## src/rtl/stp_block_sr.sv

```systemverilog
// Word-serial to block-parallel collector. Words are shifted into a collect
// register; each completed block moves to a holding register so the next
// block can start filling while the downstream stage is still stalled.
module stp_block_sr #(
    parameter int WORD_W    = 32,
    parameter int NUM_WORDS = 8,
    parameter bit MSB_FIRST = 1'b1,
    parameter int CNT_W     = $clog2(NUM_WORDS)
) (
    input  logic                        clk,
    input  logic                        rst,
    input  logic                        flush,
    input  logic                        in_valid,
    output logic                        in_ready,
    input  logic [WORD_W-1:0]           in_data,
    output logic                        out_valid,
    input  logic                        out_ready,
    output logic [WORD_W*NUM_WORDS-1:0] out_data,
    output logic [CNT_W-1:0]            fill_count
);

    localparam int               BLK_W     = WORD_W * NUM_WORDS;
    localparam logic [CNT_W-1:0] LAST_SLOT = CNT_W'(NUM_WORDS - 1);

    logic [BLK_W-1:0] sr;
    logic [BLK_W-1:0] sr_next;
    logic             accept;
    logic             completing;
    logic             consume;

    // Only the block-completing word can stall, and only while the holding
    // register is full and not being drained this cycle.
    assign in_ready   = (fill_count != LAST_SLOT) || !out_valid || out_ready;
    assign accept     = in_valid && in_ready && !flush;
    assign completing = accept && (fill_count == LAST_SLOT);
    assign consume    = out_valid && out_ready;

    // Shift direction decides whether the first word ends up in the top or
    // the bottom word slot of the finished block.
    generate
        if (MSB_FIRST) begin : g_msb_first
            assign sr_next = {sr[BLK_W-WORD_W-1:0], in_data};
        end else begin : g_lsb_first
            assign sr_next = {in_data, sr[BLK_W-1:WORD_W]};
        end
    endgenerate

    // Collect register: shifts on every accepted word, never cleared by a
    // completion because the next NUM_WORDS accepts overwrite it entirely.
    always_ff @(posedge clk or posedge rst) begin
        if (rst) begin
            sr <= '0;
        end else if (accept) begin
            sr <= sr_next;
        end
    end

    // Fill counter: flush discards the partial block, completion restarts it.
    always_ff @(posedge clk or posedge rst) begin
        if (rst) begin
            fill_count <= '0;
        end else if (flush) begin
            fill_count <= '0;
        end else if (accept) begin
            if (completing) begin
                fill_count <= '0;
            end else begin
                fill_count <= fill_count + CNT_W'(1);
            end
        end
    end

    // Holding register: a new block may load in the same edge the previous
    // one is consumed, keeping out_valid high for full throughput.
    always_ff @(posedge clk or posedge rst) begin
        if (rst) begin
            out_data  <= '0;
            out_valid <= 1'b0;
        end else if (completing) begin
            out_data  <= sr_next;
            out_valid <= 1'b1;
        end else if (consume) begin
            out_valid <= 1'b0;
        end
    end

endmodule

```

## config.mk

```make
export PLATFORM = sky130hd
export DESIGN_NAME = stp_block_sr
export DESIGN_NICKNAME = d
export VERILOG_FILES = /design/src/rtl/stp_block_sr.sv
export SDC_FILE = /design/constraint.sdc
export NUM_CORES = 1
export LEC_CHECK = 0
export CAP_MARGIN = 20
export CORE_MARGIN = 1.5
export CORE_UTILIZATION = 28
export DETAILED_ROUTE_END_ITERATION = 16
export MAX_ROUTING_LAYER = met4
export PLACE_DENSITY = 0.51
export SETUP_SLACK_MARGIN = 0.05
export SYNTH_ARGS = -nofsm -noshare
export SYNTH_HDL_FRONTEND = slang
export SYNTH_SLANG_ARGS = --single-unit
```

## constraint.sdc

```tcl
create_clock -name clk -period 41.6 [get_ports clk]
set_input_delay 10.4 -clock clk [delete_from_list [all_inputs] [get_ports clk]]
set_output_delay 10.4 -clock clk [all_outputs]
set_load 0.1 [all_outputs]
```

==> out/metrics.yaml <==
floorplan:
  initial_core_util_pct: 28.5
  die-area_mm2: 0.0660
  fp.coreArea_mm2: 0.0634
  die_w_um: 257
  die_h_um: 257
  rows: 92
  io_pins: 298
timing:
  tns_ns: 0
  setup_viol: 0
  post-route-period-util_pct: 54.3
  slew_viol_final: 0
  clock.fmax_mhz: 44.3
  slew-limit-headroom_pct: 28.1
  fin_skew_ns: 0.0131
  worst_pin_slew_ns: 1.07
  hold_viol: 0
  min_period_ns: 22.59
  rsz0062_at_grt: "no"
synthesis:
  synth.yosys.warnings: 0
  yosys-top-cells-area: "dfrtp_1, mux2_2, mux2_4, buf_2, buf_4"
  synth_edf_count: 0
  synth_common_cells: "dfrtp_1, mux2_2, buf_2, mux2_4, buf_4"
  syn-num-nets: 1071
  ys_async_sr_fraction_pct: 100
  synth.most_common_cell: "dfrtp_1"
  ys_seq_elements: 484
  synth_top_area_share_pct: 67.1
  syn_area_per_cell_um2: 17.5
  ys.flop_type: "dfrtp_1"
  yosysSeqAreaShare_pct: 67.1
  synth_top_cell_by_area: "dfrtp_1"
  synth_cell_types: 18
  syn_inst: 1032
  synth_area_mm2: 0.0180
run_status:
  status: "complete, no violations"
run:
  cap_violations: 0
worst_setup_path:
  r2r_setup_slack_ns: 37.82
  cp.arrival_ns: 12.19
  critPathRequiredTime_ns: 31.20
  critical_path_class: "input pin to output port"
  critPathSlowestCell: "clkdlybuf4s50_1"
  worstPathCellList: "clkdlybuf4s50_1 -> nand3b_4 -> clkdlybuf4s50_1"
  rr_worst_depth: 7
  r2r-end: "out_data[24]"
  path_buf_inv: 2
  cp-start-kind: "input pin"
  path_max_fanout: 4
  critical_path.top_delay_family: "buffers and inverters"
  end_kind: "output port"
  rr_startpoint: "fill_count[0]"
  cpPeakStageDelay_ns: 1.15
  crit_top_cell: "clkdlybuf4s50_1"
placement:
  place_hpwl_um: 27500
  placedInstanceArea_mm2: 0.0219
  port_buffers: 297
  gp_congestion: 0.727
route:
  vias_per_cell: 4.32
  wl_met2_um: 19900
  drt_iter0_markers: 308
  highest_layer: "met4"
  drtPass1Iterations: 4
  drc_errors: 0
  post_drt_wl_per_cell_um: 18.8
  wl_met3_um: 1720
  drt_wl_total_um: 41900
  num_vias: 9644
  wl_met1_um: 19300
  antenna_left: 0
worst_hold_path:
  hold_start: "sr[213]"
  holdPathStages: 1
  min_to: "out_data[245]"
  hold_path_class: "flip-flop to flip-flop"
final_layout:
  nNetsFinal: 1384
  antenna_cells: 0
  drive_above_1_share_pct: 41.6
  area_growth_pct: 31.3
  final_cell_area_mm2: 0.0237
  final_core_util_pct: 37.4
  num-fill-cells: 5918
clock_network:
  htree_levels: 2
  root_buffer: "clkbuf_16"
  cts.sinks: 484
  cts_hold_buf: 0
  cts_resized: 0
  clk_pin_slew_worst_paths_ns: 0.06
  post_cts_buffers: 0
  numCtsBuffers: 54
  cts_tree: "done"
  clockBufferDepth: 3
  insertion_delay_ns: 0.59
pwr:
  max-vdd-ir-drop_v: 0.0000299
  leakage_nw: 11.0
  power_density_mw_per_mm2: 50.7
  total_power_mw: 1.20
grt:
  grt_start_max_net_pins: 156
  antenna_found_initial: 0
  gr-total-overflow: 0
  first_global_vias: 10300
  gr-usage-all-layers_pct: 13.2
  grt_pass1_wl_um: 65700
==> kinds of logic (layout without fill, tap and decap cells) <==
logic type,count (synthesis),count (layout),synth area share (%)
buffers and inverters,54,408,1.76
adders and majority gates,2,2,0.139
AOI/OAI and AO/OA,4,4,0.173
DFF,484,484,67.1
and+or+nand+nor,8,8,0.305
muxes,480,480,30.5
==> stage by stage <==
stage / hold slack (ns) / cells / setup slack, ns
after floorplan: 0.475 / 1032 / 17.69
after global placement: 0.486 / 2132 / 19.01
after detailed placement: 0.491 / 2133 / 19.01
after CTS: 0.505 / 2230 / 19.00
after global routing: 0.510 / 2232 / 18.99
final: 0.496 / 2232 / 19.01
==> worst register-to-register path: cells and delay by family, from the launching register on <==
kind / cells / cell delay, ns
AND/OR/NAND/NOR: 1 / 0.47
buffers and inverters: 3 / 1.85
flip-flops: 1 / 0.42
multiplexers: 1 / 0.44
adder cells (fa/ha/maj): 2 / 0.47
==> state kept, by name, indices dropped and copies added (netlist names) <==
| register | count |
|---|---|
| out_data | 256 |
| out_valid | 1 |
| fill_count | 3 |
| sr | 224 |
==> layout make-up <==
type / instances / area, um^2 / share of cell area [%]
clock buffers: 89 / 1680 / 7.08
clock inverters: 8 / 51.3 / 0.217
inverters: 1 / 11.3 / 0.0475
multi-input cells: 494 / 5640 / 23.8
flip-flops and latches: 484 / 12100 / 51.1
well taps: 846 / 1060 / 4.47
repair buffers: 310 / 3140 / 13.3
==> report_power, final <==
group	leakage (nW)	switching [mW]	total, mW	internal (mW)
sequential	6.31	0.0694	0.624	0.554
clock	0.839	0.188	0.461	0.273
combinational	3.83	0.0426	0.115	0.0729
total	11.0	0.300	1.20	0.900
==> cell usage in the layout, fill, tap and decap left out <==
master,instances
inv_6,1
nand2_1,1
buf_4,9
clkinv_2,4
nor2_1,1
dfrtp_1,484
a21oi_1,1
nand3b_4,1
mux2_4,27
clkbuf_1,19
clkbuf_16,57
clkinvlp_4,3
ha_1,2
buf_16,3
inv_8,1
mux2_2,453
clkbuf_8,13
clkdlybuf4s50_1,297
a22o_1,3
buf_12,1
nor2b_1,1
and2_4,1
nand3_4,1
nand2b_1,1
nand2_4,1
==> worst max path at each step <==
stage	start	depth (start not counted)	to
floorplan	rst	1	fill_count[0]
global placement	out_ready	3	in_ready
detailed placement	out_ready	3	in_ready
CTS	out_ready	3	in_ready
global route	out_ready	3	in_ready
finish	out_ready	3	in_ready
==> metal layers <==
metal | vias to the layer above | GRT usage, %
li1 | 4305 | -
met1 | 5097 | 17.5
met2 | 176 | 20.2
met3 | 66 | 2.86
met4 | 0 | 4.04
met5 | - | -
Power figures use the tool's default switching activity.
